===== src/rtl/panel_loader.sv =====
// Front-panel program loader: debounced keys drive an address-set / write-and-advance
// sequence into the memory write port while the CPU sits in its load state.
module panel_loader #(
    parameter int DEB_CYCLES  = 16,
    parameter int ACK_TIMEOUT = 255
) (
    input  logic       clk,
    input  logic       rst_n,
    input  logic       load_en,
    input  logic [7:0] SW,
    input  logic       key_addr_n,
    input  logic       key_data_n,
    input  logic       mem_ack,
    output logic [7:0] mem_addr,
    output logic [7:0] mem_data,
    output logic       mem_we,
    output logic       busy,
    output logic [7:0] entry_cnt,
    output logic       err,
    output logic [1:0] dbg_state_o
);

    localparam int DW = $clog2(DEB_CYCLES + 1);
    localparam int TW = $clog2(ACK_TIMEOUT + 1);
    localparam logic [DW-1:0] DEB_LAST = DW'(DEB_CYCLES - 1);
    localparam logic [TW-1:0] TMO_LAST = TW'(ACK_TIMEOUT - 1);

    typedef enum logic [1:0] {
        IDLE  = 2'd0,
        WRITE = 2'd1,
        DONE  = 2'd2
    } state_t;

    logic [1:0] key_n;
    logic [1:0] press;

    assign key_n = {key_data_n, key_addr_n};

    // Bit 0 is the address key, bit 1 the data key; both paths are identical
    // so simultaneous falls produce presses in the same cycle.
    for (genvar g = 0; g < 2; g++) begin : g_key
        logic          sync1_q;
        logic          sync2_q;
        logic          deb_q;
        logic          deb_dly_q;
        logic          press_q;
        logic [DW-1:0] cnt_q;

        always_ff @(posedge clk or negedge rst_n) begin
            if (!rst_n) begin
                sync1_q   <= 1'b1;
                sync2_q   <= 1'b1;
                deb_q     <= 1'b1;
                deb_dly_q <= 1'b1;
                press_q   <= 1'b0;
                cnt_q     <= '0;
            end else begin
                sync1_q   <= key_n[g];
                sync2_q   <= sync1_q;
                deb_dly_q <= deb_q;
                press_q   <= deb_dly_q & ~deb_q;
                if (sync2_q == deb_q) begin
                    cnt_q <= '0;
                end else if (cnt_q == DEB_LAST) begin
                    deb_q <= ~deb_q;
                    cnt_q <= '0;
                end else begin
                    cnt_q <= cnt_q + 1'b1;
                end
            end
        end

        assign press[g] = press_q;
    end

    state_t        state_q;
    logic [7:0]    addr_q;
    logic [7:0]    data_q;
    logic [7:0]    cnt_q;
    logic          we_q;
    logic          err_q;
    logic [TW-1:0] tmo_q;

    always_ff @(posedge clk or negedge rst_n) begin
        if (!rst_n) begin
            state_q <= IDLE;
            addr_q  <= 8'h00;
            data_q  <= 8'h00;
            cnt_q   <= 8'h00;
            we_q    <= 1'b0;
            err_q   <= 1'b0;
            tmo_q   <= '0;
        end else begin
            case (state_q)
                IDLE: begin
                    if (load_en) begin
                        if (press[0]) begin
                            addr_q <= SW;
                            err_q  <= press[1];
                        end else if (press[1]) begin
                            data_q  <= SW;
                            we_q    <= 1'b1;
                            tmo_q   <= '0;
                            state_q <= WRITE;
                        end
                    end
                end
                WRITE: begin
                    if (|press) begin
                        err_q <= 1'b1;
                    end
                    if (mem_ack) begin
                        we_q    <= 1'b0;
                        state_q <= DONE;
                    end else if (tmo_q == TMO_LAST) begin
                        we_q    <= 1'b0;
                        err_q   <= 1'b1;
                        state_q <= IDLE;
                    end else begin
                        tmo_q <= tmo_q + 1'b1;
                    end
                end
                DONE: begin
                    if (|press) begin
                        err_q <= 1'b1;
                    end
                    addr_q  <= addr_q + 8'h01;
                    cnt_q   <= cnt_q + 8'h01;
                    state_q <= IDLE;
                end
                default: state_q <= IDLE;
            endcase
        end
    end

    assign mem_addr    = addr_q;
    assign mem_data    = data_q;
    assign mem_we      = we_q;
    assign entry_cnt   = cnt_q;
    assign err         = err_q;
    assign busy        = (state_q != IDLE);
    assign dbg_state_o = state_q;

endmodule

===== config.mk =====
export PLATFORM = sky130hd
export DESIGN_NAME = panel_loader
export DESIGN_NICKNAME = d
export VERILOG_FILES = /design/src/rtl/panel_loader.sv
export SDC_FILE = /design/constraint.sdc
export NUM_CORES = 1
export LEC_CHECK = 0
export CORE_MARGIN = 1.5
export CORE_UTILIZATION = 53
export DETAILED_ROUTE_END_ITERATION = 6
export GPL_ROUTABILITY_DRIVEN = 0
export PLACE_DENSITY = 0.84
export SLEW_MARGIN = 20
export SYNTH_ARGS = -nofsm -noshare
export SYNTH_HDL_FRONTEND = slang
export SYNTH_SLANG_ARGS = --single-unit

===== constraint.sdc =====
create_clock -name clk -period 2.05 [get_ports clk]
set_clock_uncertainty 0.05 [all_clocks]
set_input_delay 0.41 -clock clk [delete_from_list [all_inputs] [get_ports clk]]
set_output_delay 0.41 -clock clk [all_outputs]
set_load 0.005 [all_outputs]

==> After elaboration in Yosys (flattened, before gate mapping) <==
Index checks and enable logic that the tools add are counted.
{ "totals": {"ff_bits": 56, "latchBits": 0, "mem_bits_rw": 0, "rom_bits": 0, "input_bits": 14, "out_inout_bits": 29, "n_memories": 0} }
{ "op_classes": {"addsub": 5, "multipliers": 0, "n_div": 0, "n_lt_le_gt_ge": 0, "n_eq_ne": 14, "shifts": 0, "n_mux": 31, "bitwise": 7, "n_reduce_logical": 14} }
{ "ops": {"columns": ["operator", "n"], "rows": [
  ["two-way mux 8 bit", 7],
  ["one-hot mux 8 bit (2 select lines)", 2],
  ["adder 8 x 1 -> 8 bit (second input constant)", 3],
  ["two-way mux 5 bit", 4],
  ["!= test 2 bit (second input constant)", 6],
  ["adder 5 x 1 -> 5 bit (second input constant)", 2],
  ["equality test 5 x 4 -> 1 bit (second input constant)", 2],
  ["two-way mux 1 bit", 10],
  ["two-way mux 2 bit", 5],
  ["equality test 8 bit (second input constant)", 1],
  ["AND reduction 4 bit", 2],
  ["AND reduction 3 bit", 2],
  ["AND reduction 6 bit", 1],
  ["nonzero test 2 bit", 3],
  ["NOT 1 bit", 5],
  ["AND reduction 5 bit", 1],
  ["one-hot mux 2 bit (2 select lines)", 1],
  ["AND reduction 2 bit", 2],
  ["!= test 3 bit (second input constant)", 1],
  ["one-hot mux 1 bit (3 select lines)", 1],
  ["nonzero test 3 bit", 1],
  ["AND 1 bit", 2],
  ["equality test 1 bit", 2],
  ["equality test 2 x 1 -> 1 bit (second input constant)", 1],
  ["4 further kinds", 4]
]} }

==> Logic depth before layout (Yosys ltp) <==
Gate-level depths: netlist of the first run.
{ "logic_depth": {"word_depth": 5, "depth_mapped": 8} }

==> Least setup slack after synthesis of the first run <==
Ideal clock, no wire load.
{ "synth_timing": {"path_kind": "reg-to-reg", "startpoint": "reg state_q[0], in the netlist dbg_state_o[0]", "endpoint": "reg tmo_q[5]", "setup_ps": 78, "arrival_time_ps": 1672, "required_time_ps": 1922, "path_slack_ps": 251, "stages_incl_launch_ff": 7, "path_buffers": 0, "cell_sequence": "dfrtp_1 -> inv_1 -> ha_1 -> and4b_1 -> o221ai_2 -> or4_1 -> a21boi_1"} }
{ "synth_via": {"elab_chain_cells": 3, "word_cells_on_any_way": 10} }
{ "synth_rtl": {"columns": ["item", "line", "text"], "rows": [
  ["start, declared", "76", "state_t state_q;"],
  ["start signal, assigned", "86", "state_q <= IDLE;"],
  ["start signal, assigned", "104", "state_q <= WRITE;"],
  ["start signal, assigned", "114", "state_q <= DONE;"],
  ["equality test 2 x 1 -> 1 bit or zero test 2 bit (tied branches)", "94", "case (state_q)"],
  ["!= test 2 bit (no source line) or nonzero test 2 bit (tied branches)", null, null],
  ["AND reduction 6 bit (no source line)", null, null],
  ["end signal, assigned", "120", "tmo_q <= tmo_q + 1'b1;"],
  ["end, declared", "82", "logic [TW-1:0] tmo_q;"]
]} }
Parallel ways exist; a longest one is shown, timed or not.
A chain may end at the register's enable or synchronous reset.

==> Worst setup path after layout of the first run <==
Ends and elaborated chain as after synthesis.

==> results of run 1 <==
[metal layers]
layer,GRT usage,vias up,part of all wire
met5,0,-,0
met4,0.0839,0,0.018
met3,0.0442,6,0.025
met2,0.329,33,0.48
met1,0.289,939,0.48
li1,-,991,-
[state kept, by name (all words and copies together), names as in the netlist]
register         count
err                  1
mem_we               1
g_key.deb_dly_q      2
g_key.press_q        2
g_key.sync1_q        2
mem_data             8
g_key.sync2_q        2
g_key.deb_q          2
mem_addr             8
dbg_state_o          2
entry_cnt            8
g_key.cnt_q         10
tmo_q                8
[kinds of logic (layout without fill, tap and decap cells)]
logic type | count (synthesis) | in the layout | synth area share
buffers and inverters | 17 | 71 | 0.0260
adders and majority gates | 9 | 9 | 0.0434
AOI/OAI and AO/OA | 41 | 41 | 0.105
and+or+nand+nor | 110 | 110 | 0.201
DFF | 56 | 56 | 0.544
xor gates and xnor gates | 13 | 13 | 0.0439
muxes | 9 | 9 | 0.0367
[worst register-to-register path, delay by kind of cell (launching register included)]
kind | cells | cell delay, ns
fa+ha+maj | 1 | 0.23
buf+inv | 2 | 0.32
compound gates | 2 | 0.28
simple gates | 2 | 0.56
flops | 1 | 0.41
[synthesized netlist by cell type, drive strengths merged (2+ instances only)]
master,instances
dfrtp,48
nand2,44
nor2,20
o21ai,13
nand3,12
inv,10
ha,9
xor2,9
a21oi,8
dfstp,8
nand2b,6
and3,5
mux2i,5
nand4,5
clkbuf,4
mux2,4
xnor2,4
and2,3
buf,3
nor2b,3
nor3,3
o31ai,3
a21boi,2
a2bb2oi,2
a31oi,2
nor4,2
or4,2
[power by group through the flow]
stage,clock network [mW],logic [mW],registers (mW)
detailed placement,0,0.0970,1.16
global route,0.666,0.110,1.14
floorplan,0,0.0273,1.15
finish,0.610,0.0965,1.14
global placement,0,0.0939,1.16
CTS,0.636,0.0979,1.14
[per-stage QoR]
stage	cells	util
after floorplan	255	-
after global placement	366	0.665
after detailed placement	366	0.665
after CTS	376	0.689
after global routing	376	0.691
final	376	0.691
[timing repair]
item,4_1_cts,5_1_grt
resized for setup,2,3
endpoints found under the setup margin,1,1
endpoints found under the hold margin,0,0
setup buffers,2,0
[final timing paths]
kind | from | end | slack, ns | cells after the start
min reg2reg | g_key[1].sync1_q | g_key[1].sync2_q | 0.31 | 0
max | dbg_state_o[0] | tmo_q[5] | 0.13 | 7
max in group asynchronous | rst_n | g_key[1].sync1_q | 1.64 | 2
min in group clk | g_key[1].sync1_q | g_key[1].sync2_q | 0.31 | 0
max reg2reg | dbg_state_o[0] | tmo_q[5] | 0.13 | 7
min | rst_n | g_key[0].cnt_q[4] | 0.02 | 2
[cell type report]
cell class	instances	area share
clock buffers	5	0.0211
clock inverters	3	0.00728
inverters	10	0.0115
multi-input cells	182	0.345
flip-flops and latches	56	0.432
well taps	67	0.0257
repair buffers	53	0.157
==> out/results.tsv, run 1 <==
stage	metric	value	unit
synthesis	yosysTopAreaCellShare	0.463	
sta	finalHoldViolCount	0	
final_layout	num_antenna_cells	0	
power	internal_power	1.41	mW
setup_path	cp.buffers_inverters	2	
clock_tree	cts_hold_buf	0	
synthesis	synthCells	255	
final_layout	stdcell_area	3270	um^2
route	detail_route.wl_per_cell	13.2	um
clock_tree	htree_levels	2	
grt	grt_pass1_wl	8.58	mm
sta	relSlewSlack	0.687	
final_layout	final_cell_mix	48 x dfrtp_1, 44 x nand2_1, 40 x clkdlybuf4s50_1	
sta	fmax	520	MHz
route	ant_nets	0	
setup_path	startpoint_type	flip-flop	
synthesis	ys_warn_count	0	
final_layout	drive_gt1_frac	0.120	
synthesis	async_flop_share	1.00	
sta	timing.final.ws_setup	0.127	ns
setup_path	worstPathMaxFanout	6	
sta	setup_violations	0	
sta	tightest_slew	0.467	ns
place	dp_hpwl	3.60	mm
setup_path	cp-end-kind	flip-flop	
synthesis	synth_area_leaders	dfrtp_1 46%, dfstp_2 8.1%, nand2_1 6.4%, ha_1 4.3%, xor2_1 3.0%	
floorplan	die-area	5320	um^2
clock_tree	clock-root-buffer	clkbuf_8	
synthesis	syn_area_per_cell	10.2	um^2
place	placed_cell_area	3140	um^2
floorplan	start_util	0.549	
setup_path	critPathKind	reg -> reg	
grt	grt_pass1_vias	1881	
power	netSwitchingPower	0.428	mW
route	num_vias	1969	
synthesis	synth_cell_types	44	
grt	gr-total-overflow	0	
setup_path	crit_family	simple AND/OR/NAND/NOR gates	
route	wl	4.96	mm
final_layout	fin_nets	331	
run	max-cap-violations	0	
route	via_per_inst	5.24	
final_layout	syn_to_final_growth	25.9	%
grt	grt_use_total	0.211	
setup_path	cp.required	2.25	ns
setup_path	crit_chain	buf_4, ha_1, buf_4, nand2_1, o221ai_2, or4_1, a21boi_1	
synthesis	synth_ff_type	dfrtp_1	
hold_path	hp-class	in -> async	
floorplan	die_x	73.0	um
sta	period_share	0.938	
clock_tree	clock_latency	0.32	ns
sta	fin_setup_tns	0	ns
final_layout	fillCellCount	375	
floorplan	core_area	4720	um^2
power	p_seq_frac	0.617	
synthesis	syn_area	2590	um^2
synthesis	seq_area_frac_synth	0.544	
run_status	status	finished, final reports clean	
synthesis	synth-edff-count	0	
final_layout	multi_input_area	1130	um^2
synthesis	ys_ff_latch	56	
route	drt_iter0_markers	131	
clock_tree	cts_sinks	56	
setup_path	arrival	2.13	ns
final_layout	final_common_cell	dfrtp_1	
power	clockPowerShare	0.331	
synthesis	syn_nets	278	
power	p_leak	1.49	nW
sta	fin_crit	1.92	ns
sta	drv_slew	0	
sta	holdWs	0.0211	ns
clock_tree	clk_pin_slew	0.10	ns
power	power.share.combinational	0.052	
power	peakVddDrop	0.369	mV
power	power	1.84	mW
place	io_buffers	42	
grt	antenna_found_initial	0	
place	pre_cts_ws	-0.0117	ns
power	switching_share	0.232	
setup_path	cp_slowest_cell	or4_1	
route	drc_errors	0	
power	p_per_area	564	nW/um^2
floorplan	ioPinCount	43	
clock_tree	cts_tree	done	
floorplan	die-height	73.0	um
route	drt_first_pass_iters	4	
grt	grt_max_degree	57	
setup_path	critPathMaxStageDelay	0.49	ns
clock_tree	cts_buffers	5	
floorplan	placementRows	25	
final_layout	regArea	1410	um^2
clock_tree	clockBufferDepth	2	
sta	rsz0062_at_grt	no	
synthesis	synth_top_area_cell	dfrtp_1	
setup_path	cp_common_cell	buf_4	
No activity file was read; power rests on OpenSTA's default activity.
==> run 2: changes to the inputs <==
--- a/config.mk
+++ b/config.mk
@@ -6,10 +6,11 @@
 export NUM_CORES = 1
 export LEC_CHECK = 0
 export CORE_MARGIN = 1.5
-export CORE_UTILIZATION = 53
+export CORE_UTILIZATION = 55
 export DETAILED_ROUTE_END_ITERATION = 6
 export GPL_ROUTABILITY_DRIVEN = 0
-export PLACE_DENSITY = 0.84
+export PLACE_DENSITY = 0.87
+export SKIP_LAST_GASP = 1
 export SLEW_MARGIN = 20
 export SYNTH_ARGS = -nofsm -noshare
 export SYNTH_HDL_FRONTEND = slang
==> constraint.sdc (replaced) <==
create_clock -name clk -period 2.3 [get_ports clk]
set_clock_uncertainty 0.05 [all_clocks]
set_input_delay 0.46 -clock clk [delete_from_list [all_inputs] [get_ports clk]]
set_output_delay 0.46 -clock clk [all_outputs]
set_load 0.005 [all_outputs]
==> run 2 against run 1 <==
The flow now finishes with violations (design-rule violations). Setup slack worse by 0.031 ns. Design area is 3.1% lower. Combinational power is 19% lower. Count of clock-buffer cells in the layout up 2. Utilization rose by 2.1 points. Flip-flop and latch count did not move. Total power decreased by 13%. Cell count shrank 5.6%. Clock power fell by 15%. Highest routed layer unchanged.
==> out/results.tsv, run 2 (synthesis gave the netlist of run 1 again) <==
stage	metric	value	unit
run_status	status	finished with violations	
run_status	violations	design-rule violations	
final_layout	max_flop_register	g_key.cnt_q	
grt	gr-total-overflow	0	
setup_path	critPathMaxStageDelay	0.53	ns
final_layout	final_cell_mix	48 x dfrtp_1, 44 x nand2_1, 41 x clkdlybuf4s50_1	
route	drc_errors	4	
sta	finalHoldViolCount	0	
floorplan	die-area	5140	um^2
final_layout	final_common_cell	dfrtp_1	
clock_tree	clock-root-buffer	clkbuf_8	
sta	fin_crit	2.20	ns
final_layout	drive_gt1_frac	0.0891	
final_layout	num_antenna_cells	0	
clock_tree	cts_buffers	5	
grt	grt_pass1_vias	1976	
final_layout	multi_input_area	1120	um^2
setup_path	cp.buffers_inverters	3	
floorplan	core_area	4440	um^2
setup_path	cp.required	1.79	ns
grt	use_met1	0.279	
setup_path	startpoint_type	flip-flop	
sta	tightest_slew	0.674	ns
final_layout	final_cells	355	
final_layout	fillCellCount	340	
clock_tree	cts_sinks	56	
place	io_buffers	42	
route	via_per_inst	5.68	
clock_tree	clock_latency	0.31	ns
route	num_vias	2015	
route	drt_iter0_markers	162	
grt	grt_max_degree	57	
setup_path	cp_slowest_cell	clkdlybuf4s50_1	
route	drt_first_pass_iters	7	
grt	antenna_found_initial	0	
setup_path	worstPathMaxFanout	8	
setup_path	cp_common_cell	inv_1	
place	dp_hpwl	3.56	mm
clock_tree	clockBufferDepth	2	
route	ant_nets	0	
power	peakVddDrop	0.365	mV
place	pre_cts_ws	0.103	ns
final_layout	syn_to_final_growth	22.0	%
sta	fin_setup_tns	0	ns
setup_path	critPathKind	reg -> out	
sta	setup_violations	0	
grt	grt_use_total	0.218	
sta	drv_slew	0	
floorplan	die_x	71.7	um
clock_tree	cts_tree	done	
floorplan	placementRows	24	
grt	grt_util_met3	0.0478	
final_layout	regArea	1410	um^2
floorplan	ioPinCount	43	
clock_tree	htree_levels	2	
sta	timing.final.ws_setup	0.0957	ns
final_layout	largest_reg_flops	10	
final_layout	fin_nets	325	
place	dp.cells	347	
grt	busiest_layer	met2	
power	p_per_area	509	nW/um^2
sta	relSlewSlack	0.551	
setup_path	cp-end-kind	output port	
sta	fmax	454	MHz
route	wl	4.98	mm
grt	grt_pass1_wl	8.81	mm
power	p_leak	1.44	nW
setup_path	arrival	1.69	ns
setup_path	crit_family	buffers and inverters	
clock_tree	clk_pin_slew	0.10	ns
setup_path	crit_chain	inv_1, ha_2, inv_1, clkdlybuf4s50_1	
floorplan	start_util	0.584	
hold_path	hp-class	in -> async	
run	max-cap-violations	0	
sta	period_share	0.958	
grt	grtUsageMet2	0.371	
floorplan	die-height	71.7	um
route	detail_route.wl_per_cell	14.0	um
[run 2: final timing paths]
kind	from	endpoint	slack, ns	depth (start not counted)
worst max-delay path	dbg_state_o[0]	busy	0.1	4
max in group asynchronous	rst_n	entry_cnt[6]	1.54	2
worst max register to register	dbg_state_o[1]	tmo_q[0]	0.29	7
min in group clk	g_key[1].sync1_q	g_key[1].sync2_q	0.31	0
worst min register to register	g_key[1].sync1_q	g_key[1].sync2_q	0.31	0
worst min-delay path	rst_n	g_key[0].cnt_q[2]	0.20	2
[run 2: stage by stage]
stage / cell area (um^2) / utilization / power (mW) / hold WS (ns)
2_1_floorplan: 2590 / - / 1.05 / 0.114
3_3_place_gp: 3080 / 0.693 / 1.11 / 0.296
3_5_place_dp: 3080 / 0.693 / 1.11 / 0.298
4_1_cts: 3160 / 0.712 / 1.62 / 0.242
5_1_grt: 3170 / 0.712 / 1.67 / 0.265
6_report: 3170 / 0.712 / 1.61 / 0.197
[run 2: area by class of cell]
type,instances,share of cell area
Sequential cell,56,0.446
Multi-Input combinational cell,182,0.353
Timing Repair Buffer,47,0.143
Clock buffer,7,0.0241
Tap cell,52,0.0206
Inverter,10,0.0119
Clock inverter,1,0.00158
[run 2: power breakdown]
part           leakage, nW  internal (mW)  total (mW)  switching, mW
Sequential           0.728           1.00        1.01         0.0104
Combinational        0.669         0.0378      0.0784         0.0405
Clock               0.0422          0.215       0.519          0.305
[run 2: metal layers]
layer | vias up | share of wire
met5 | - | 0
met4 | 0 | 0.013
met1 | 981 | 0.44
met2 | 51 | 0.50
li1 | 976 | -
met3 | 7 | 0.042
[run 2: timing repair]
item,4_1_cts,5_1_grt
endpoints found under the setup margin,0,1
setup buffers,0,0
resized for setup,0,1
hold buffers,0,0
[run 2: worst register-to-register path, delay by kind of cell (launching register included)]
family,cells,cell delay (ns)
buffers and inverters,2,0.32
flip-flops,1,0.43
multiplexers,1,0.26
adder cells (fa/ha/maj),1,0.31
AND/OR/NAND/NOR,2,0.20
AO/OA/AOI/OAI,1,0.33
